===== config.mk =====
export PLATFORM = sky130hd
export DESIGN_NAME = o_row_writeback_flat
export DESIGN_NICKNAME = d
export VERILOG_FILES = /design/src/rtl/o_row_writeback_if.sv /design/src/rtl/o_row_writeback.sv /design/src/flat_wrapper.sv
export SDC_FILE = /design/constraint.sdc
export NUM_CORES = 1
export LEC_CHECK = 0
export BUFFER_PORTS_ARGS = -buffer_cell sky130_fd_sc_hd__buf_2
export CORE_UTILIZATION = 50
export CTS_BUF_LIST = sky130_fd_sc_hd__clkbuf_8
export DETAILED_ROUTE_END_ITERATION = 6
export GPL_TIMING_DRIVEN = 0
export PLACE_DENSITY = 0.71
export SYNTH_ARGS = -nofsm -noshare
export SYNTH_HDL_FRONTEND = slang
export SYNTH_SLANG_ARGS = --single-unit

===== constraint.sdc =====
create_clock -name clock -period 7.4 [get_ports clock]
set_input_delay 0 -clock clock [delete_from_list [all_inputs] [get_ports clock]]
set_output_delay 0 -clock clock [all_outputs]
set_load 0.05 [all_outputs]

===== src/rtl/o_row_writeback_if.sv =====
// rtl/o_row_writeback_if.sv - row input / write-beat output handshake bundle for o_row_writeback
`ifndef MAX_EMBEDDING_DIM
`define MAX_EMBEDDING_DIM 16
`endif
`ifndef INTEGER_WIDTH
`define INTEGER_WIDTH 8
`endif

interface o_row_writeback_if #(
    parameter int VEC_LEN    = `MAX_EMBEDDING_DIM,
    parameter int DATA_WIDTH = `INTEGER_WIDTH,
    parameter int BEAT_ELEMS = 4,
    parameter int ADDR_WIDTH = 16
);
    logic                               vld_in;
    logic                               rdy_out;
    logic [VEC_LEN*DATA_WIDTH-1:0]      vec_in;
    logic                               vld_out;
    logic                               rdy_in;
    logic [ADDR_WIDTH-1:0]              wr_addr;
    logic [BEAT_ELEMS*DATA_WIDTH-1:0]   wr_data;
    logic                               wr_last;

    modport master (
        output vld_in, vec_in, rdy_in,
        input  rdy_out, vld_out, wr_addr, wr_data, wr_last
    );

    modport slave (
        input  vld_in, vec_in, rdy_in,
        output rdy_out, vld_out, wr_addr, wr_data, wr_last
    );
endinterface


===== src/rtl/o_row_writeback.sv =====
// rtl/o_row_writeback.sv - buffers O rows and serialises them into addressed write beats
// Optional WB_PERF_CNT_EN adds stall_cnt / starve_cnt performance counter ports.
`ifndef MAX_EMBEDDING_DIM
`define MAX_EMBEDDING_DIM 16
`endif
`ifndef INTEGER_WIDTH
`define INTEGER_WIDTH 8
`endif

module o_row_writeback #(
    parameter int VEC_LEN    = `MAX_EMBEDDING_DIM,
    parameter int DATA_WIDTH = `INTEGER_WIDTH,
    parameter int BEAT_ELEMS = 4,
    parameter int FIFO_DEPTH = 4,
    parameter int ADDR_WIDTH = 16
) (
    input  logic                    clock,
    input  logic                    reset,
    input  logic                    start,
    input  logic [ADDR_WIDTH-1:0]   base_addr,
    input  logic [15:0]             num_rows,
    output logic                    done,
`ifdef WB_PERF_CNT_EN
    output logic [31:0]             stall_cnt,
    output logic [31:0]             starve_cnt,
`endif
    o_row_writeback_if.slave        bus
);
    localparam int BEATS  = VEC_LEN / BEAT_ELEMS;
    localparam int BW     = BEAT_ELEMS * DATA_WIDTH;
    localparam int BIDX_W = (BEATS > 1) ? $clog2(BEATS) : 1;
    localparam int PTR_W  = $clog2(FIFO_DEPTH);

    typedef logic [BEATS-1:0][BW-1:0] row_t;
    typedef enum logic [1:0] {S_IDLE, S_RUN, S_DONE} state_t;

    state_t                 state_q, state_d;
    row_t                   mem_q [FIFO_DEPTH];
    logic [PTR_W:0]         wr_ptr_q, wr_ptr_d, rd_ptr_q, rd_ptr_d;
    logic [15:0]            rows_in_q, rows_in_d, row_out_q, row_out_d, num_rows_q, num_rows_d;
    logic [BIDX_W-1:0]      beat_idx_q, beat_idx_d;
    logic [ADDR_WIDTH-1:0]  row_addr_q, row_addr_d;
    logic                   fifo_empty, fifo_full, last_beat, push, beat_acc, pop, start_acc;
    row_t                   head;

    // Pointers carry one extra wrap bit so full and empty are distinguishable.
    assign fifo_empty = (wr_ptr_q == rd_ptr_q);
    assign fifo_full  = (wr_ptr_q[PTR_W] != rd_ptr_q[PTR_W]) &&
                        (wr_ptr_q[PTR_W-1:0] == rd_ptr_q[PTR_W-1:0]);
    assign head       = mem_q[rd_ptr_q[PTR_W-1:0]];
    assign last_beat  = (beat_idx_q == BIDX_W'(BEATS - 1));

    assign bus.rdy_out = (state_q == S_RUN) && !fifo_full && (rows_in_q < num_rows_q);
    assign bus.vld_out = (state_q == S_RUN) && !fifo_empty;
    assign bus.wr_addr = bus.vld_out ? row_addr_q + ADDR_WIDTH'(beat_idx_q) : '0;
    assign bus.wr_data = bus.vld_out ? head[beat_idx_q] : '0;
    assign bus.wr_last = bus.vld_out && last_beat;
    assign done        = (state_q == S_DONE);

    assign push     = bus.vld_in && bus.rdy_out;
    assign beat_acc = bus.vld_out && bus.rdy_in;
    assign pop      = beat_acc && last_beat;

    always_comb begin
        state_d    = state_q;
        wr_ptr_d   = wr_ptr_q;
        rd_ptr_d   = rd_ptr_q;
        rows_in_d  = rows_in_q;
        row_out_d  = row_out_q;
        num_rows_d = num_rows_q;
        beat_idx_d = beat_idx_q;
        row_addr_d = row_addr_q;
        start_acc  = 1'b0;
        case (state_q)
            S_IDLE: begin
                if (start) begin
                    start_acc  = 1'b1;
                    num_rows_d = num_rows;
                    row_addr_d = base_addr;
                    rows_in_d  = '0;
                    row_out_d  = '0;
                    beat_idx_d = '0;
                    wr_ptr_d   = '0;
                    rd_ptr_d   = '0;
                    state_d    = (num_rows == 16'd0) ? S_DONE : S_RUN;
                end
            end
            S_RUN: begin
                if (push) begin
                    wr_ptr_d  = wr_ptr_q + (PTR_W+1)'(1);
                    rows_in_d = rows_in_q + 16'd1;
                end
                if (beat_acc) begin
                    beat_idx_d = last_beat ? '0 : beat_idx_q + BIDX_W'(1);
                end
                if (pop) begin
                    rd_ptr_d   = rd_ptr_q + (PTR_W+1)'(1);
                    row_out_d  = row_out_q + 16'd1;
                    row_addr_d = row_addr_q + ADDR_WIDTH'(BEATS);
                    if (row_out_q == num_rows_q - 16'd1) begin
                        state_d = S_DONE;
                    end
                end
            end
            S_DONE:  state_d = S_IDLE;
            default: state_d = S_IDLE;
        endcase
    end

    always_ff @(posedge clock) begin
        if (!reset) begin
            state_q    <= S_IDLE;
            wr_ptr_q   <= '0;
            rd_ptr_q   <= '0;
            rows_in_q  <= '0;
            row_out_q  <= '0;
            num_rows_q <= '0;
            beat_idx_q <= '0;
            row_addr_q <= '0;
        end else begin
            state_q    <= state_d;
            wr_ptr_q   <= wr_ptr_d;
            rd_ptr_q   <= rd_ptr_d;
            rows_in_q  <= rows_in_d;
            row_out_q  <= row_out_d;
            num_rows_q <= num_rows_d;
            beat_idx_q <= beat_idx_d;
            row_addr_q <= row_addr_d;
        end
    end

    // Row storage needs no reset: every read is qualified by a non-empty FIFO.
    always_ff @(posedge clock) begin
        if (push) begin
            mem_q[wr_ptr_q[PTR_W-1:0]] <= bus.vec_in;
        end
    end

`ifdef WB_PERF_CNT_EN
    logic [31:0] stall_cnt_q, starve_cnt_q;

    always_ff @(posedge clock) begin
        if (!reset || start_acc) begin
            stall_cnt_q  <= '0;
            starve_cnt_q <= '0;
        end else begin
            if (bus.vld_out && !bus.rdy_in && (stall_cnt_q != 32'hFFFF_FFFF)) begin
                stall_cnt_q <= stall_cnt_q + 32'd1;
            end
            if ((state_q == S_RUN) && fifo_empty && (starve_cnt_q != 32'hFFFF_FFFF)) begin
                starve_cnt_q <= starve_cnt_q + 32'd1;
            end
        end
    end

    assign stall_cnt  = stall_cnt_q;
    assign starve_cnt = starve_cnt_q;
`endif
endmodule

===== src/flat_wrapper.sv =====
// flat-port wrapper written by rule: the top's interface ports become plain ports
module o_row_writeback_flat 
#(
    parameter int VEC_LEN    = `MAX_EMBEDDING_DIM,
    parameter int DATA_WIDTH = `INTEGER_WIDTH,
    parameter int BEAT_ELEMS = 4,
    parameter int FIFO_DEPTH = 4,
    parameter int ADDR_WIDTH = 16
)
  (clock, reset, start, base_addr, num_rows, done, bus_vld_in, bus_vec_in, bus_rdy_in, bus_rdy_out, bus_vld_out, bus_wr_addr, bus_wr_data, bus_wr_last);
  o_row_writeback_if #(.VEC_LEN(VEC_LEN), .DATA_WIDTH(DATA_WIDTH), .BEAT_ELEMS(BEAT_ELEMS), .ADDR_WIDTH(ADDR_WIDTH)) bus_i ();
  input  logic clock;
  input  logic reset;
  input  logic start;
  input  logic [ADDR_WIDTH-1:0] base_addr;
  input  logic [15:0] num_rows;
  output logic done;
  input wire logic [$bits(bus_i.vld_in)-1:0] bus_vld_in;
  input wire logic [$bits(bus_i.vec_in)-1:0] bus_vec_in;
  input wire logic [$bits(bus_i.rdy_in)-1:0] bus_rdy_in;
  output wire logic [$bits(bus_i.rdy_out)-1:0] bus_rdy_out;
  output wire logic [$bits(bus_i.vld_out)-1:0] bus_vld_out;
  output wire logic [$bits(bus_i.wr_addr)-1:0] bus_wr_addr;
  output wire logic [$bits(bus_i.wr_data)-1:0] bus_wr_data;
  output wire logic [$bits(bus_i.wr_last)-1:0] bus_wr_last;
  assign bus_i.vld_in = bus_vld_in;
  assign bus_i.vec_in = bus_vec_in;
  assign bus_i.rdy_in = bus_rdy_in;
  assign bus_rdy_out = bus_i.rdy_out;
  assign bus_vld_out = bus_i.vld_out;
  assign bus_wr_addr = bus_i.wr_addr;
  assign bus_wr_data = bus_i.wr_data;
  assign bus_wr_last = bus_i.wr_last;
  o_row_writeback #(.VEC_LEN(VEC_LEN), .DATA_WIDTH(DATA_WIDTH), .BEAT_ELEMS(BEAT_ELEMS), .FIFO_DEPTH(FIFO_DEPTH), .ADDR_WIDTH(ADDR_WIDTH)) u_core (.clock(clock), .reset(reset), .start(start), .base_addr(base_addr), .num_rows(num_rows), .done(done), .bus(bus_i));
endmodule

==> qor.txt <==
Routed length per instance: 21.7 um
Worst Path Required: 7.74 ns
Synth Net Count: 1572
Site Rows: 80
Area of the multi-input gates: 6900 um^2
Starting density of the core: 0.506
Vias in the first global route: 14900
Main synth FF type: edfxtp_1
Core footprint: 47700 um^2
Final hold violation count: 0
Drc violations: 0
Clock transition at path regs: 0.06 ns
Fin crit period: 3.98 ns
Hold slack: 0.0786 ns
CTS max path bufs: 3
RSZ-0062 raised after global routing: false
Drt pass-1 iters: 6
Syn_area_per_cell: 17.5 um^2
Crit Path Category: reg -> reg
Fin crit share: 0.538
Max_cap viols: 0
Die area: 49200 um^2
First-pass GRT wire length: 84500 um
Post-synth EDFFs: 512
Root Buffer: clkbuf_8
Final count of pins violating max slew: 0
Number of DRC markers in iteration 0: 1302
Die Wd: 222 um
Seq. cell area: 16900 um^2
WP data arrival: 4.32 ns
Total gr overflow: 0
Cells after DPL: 2221
Status: completed
Hold Crit Class: in -> reg
Die Ht: 222 um
Pre-CTS setup slack: 3.38 ns
Fmax: 251 MHz
Final setup vio count: 0
Synth top area cells: edfxtp_1 (64%), mux4_2 (15%), dfxtp_1 (6.3%)
Gp weighted congestion: 0.835
Slew HR: 0.227
CP Capture Type: flop
Worst VDD drop: 153 uV
Largest net degree at the start of global routing: 51
Clock Skew: 0.0386 ns
Via count: 14400
HPWL Detailed: 34900 um
DRT antenna net count: 0
CP Launch Type: flop
# H-tree levels: 3
Final nets: 2062
Mapped Area: 24200 um^2
Synthesized instance count: 1379
Worst skew pair latency: 0.68 ns
Synth unique cells: 61
Area leader, netlist: edfxtp_1
Setup WS post-layout: 3.42 ns
All-layer global routing usage: 0.228
Final wirelength: 55300 um
Port bufs: 216
Share of cells above drive strength 1: 0.269
Crit Path Max Fanout: 50
Sinks on Clock Net: 588
Initial antenna violation count: 5
Pwr dens: 221 nW/um^2
I/O Pins: 217
Synth-to-Final Area Change: 22.6%
YS warnings: 0
Worst-Margin Slew: 1.16 ns
Fillers: 3374
Yosys reg bits: 588
Pleak: 10.1 nW
Cell Count, Final, Fillers Out: 2553
Via-to-Cell Ratio: 5.64
TritonCTS clock tree: built
Top-area cell type share of the netlist area: 0.636
Register area share after synthesis: 0.699
Setup Buffers After CTS: 0
Num CTS Buffers: 93
Async SR Flop Fraction: 0
-- flip-flops by register name (all words and copies together) (netlist names), named ones only --
signal and cells:
u_core.rows_in_q 16, u_core.state_q 2, u_core.row_addr_q 16, u_core.num_rows_q 16, u_core.rd_ptr_q 3, u_core.wr_ptr_q 3
u_core.row_out_q 16, u_core.beat_idx_q 2, u_core.mem_q 512
-- final timing paths --
path	from	end	slack (ns)	cells after the start
min reg2reg	u_core.row_addr_q[0]	u_core.row_addr_q[0]	0.47	2
max reg2reg	u_core.num_rows_q[11]	u_core.mem_q[0][87]	3.42	11
max	u_core.num_rows_q[11]	u_core.mem_q[0][87]	3.42	11
min	bus_vec_in[77]	u_core.mem_q[0][77]	0.08	2
-- repair_timing --
item	4_1_cts	5_1_grt
hold buffers	168	0
endpoints found under the hold margin	566	0
resized for setup	0	0
-- cell usage in the layout (no fill, tap or decap), types with 11 or more instances in the layout --
cell           synthesis  routed
nor3_1                12      12
ha_1                  27      27
xor2_1                17      17
o21ai_0               24      24
a21oi_1               60      60
clkbuf_8               0      95
nand3_1               26      26
clkbuf_1              50      50
xnor2_1               30      30
edfxtp_1             512     512
or3_1                 14      14
dlygate4sd3_1          0     168
nand2_1               82      82
and3_1                11      11
dfxtp_1               76      76
buf_2                  7     223
o21a_1                11      11
and2_1                44      41
inv_1                 27      62
nand4_1               13      13
nor2_1                69      68
clkinv_1               1      19
mux4_2               160     160
-- Yosys cell counts (4+ instances only) --
master / instances
o211ai_1: 6
inv_1: 27
and2_1: 44
nor4_1: 8
xnor2_1: 30
or4_1: 8
edfxtp_1: 512
xor2_1: 17
nand4_1: 13
buf_2: 7
o31ai_1: 7
or3_1: 14
nor2_1: 69
nand2_1: 82
a22oi_1: 8
and4_1: 4
o21a_1: 11
ha_1: 27
o21ai_0: 24
and3_1: 11
clkbuf_1: 50
buf_1: 8
a21oi_1: 60
dfxtp_1: 76
nor3b_1: 5
nor3_1: 12
nand3_1: 26
mux4_2: 160
-- kinds of logic after synthesis --
kind of cell             Yosys count  synth area share
AO/OA/AOI/OAI                    145            0.0380
XOR/XNOR                          47            0.0170
adder cells (fa/ha/maj)           28            0.0148
buffers and inverters             98            0.0164
flip-flops                       588             0.699
multiplexers                     160             0.149
AND/OR/NAND/NOR                  313            0.0659
-- metal layers --
metal,part of all wire,vias to the layer above,track usage
met5,0.00089,-,0
met4,0.019,8,0.0652
met3,0.062,97,0.0522
met2,0.50,518,0.384
met1,0.42,7279,0.298
li1,-,6500,-
-- final cells by class --
cell class | instances | share of cell area
Timing Repair Buffer | 395 | 0.102
Multi-Input combinational cell | 693 | 0.233
Antenna cell | 1 | 0.0000844
Inverter | 28 | 0.00355
Clock buffer | 95 | 0.0441
Tap cell | 615 | 0.0260
Sequential cell | 588 | 0.570
Clock inverter | 68 | 0.0112
Buffer | 70 | 0.00984
-- where the power goes --
part	total, W	internal [W]	switching, W	leakage (nW)
Sequential	0.00369	0.00366	0.0000251	5.25
Combinational	0.000399	0.000191	0.000208	3.87
Clock	0.00247	0.00123	0.00124	0.968
-- worst max-delay path: stages (launching register included) --
cell	delay, ns
dfxtp_1	0.31
clkbuf_2	0.18
inv_1	0.11
ha_1	0.32
a21oi_1	0.14
o21ai_0	0.19
o21ai_0	0.51
o21a_1	0.20
clkbuf_1	0.36
and2_4	0.60
buf_16	0.33
buf_16	0.29
-- stage by stage --
step	utilization	total power, W	setup TNS, ns	area (um^2)
floorplan	-	0.00394	0	24200
global placement	0.545	0.00407	-474.10	26000
detailed placement	0.551	0.00408	0	26300
CTS	0.621	0.00661	0	29600
global route	0.621	0.00678	0	29600
finish	0.621	0.00656	0	29600
(Power assumes the default switching activity.)
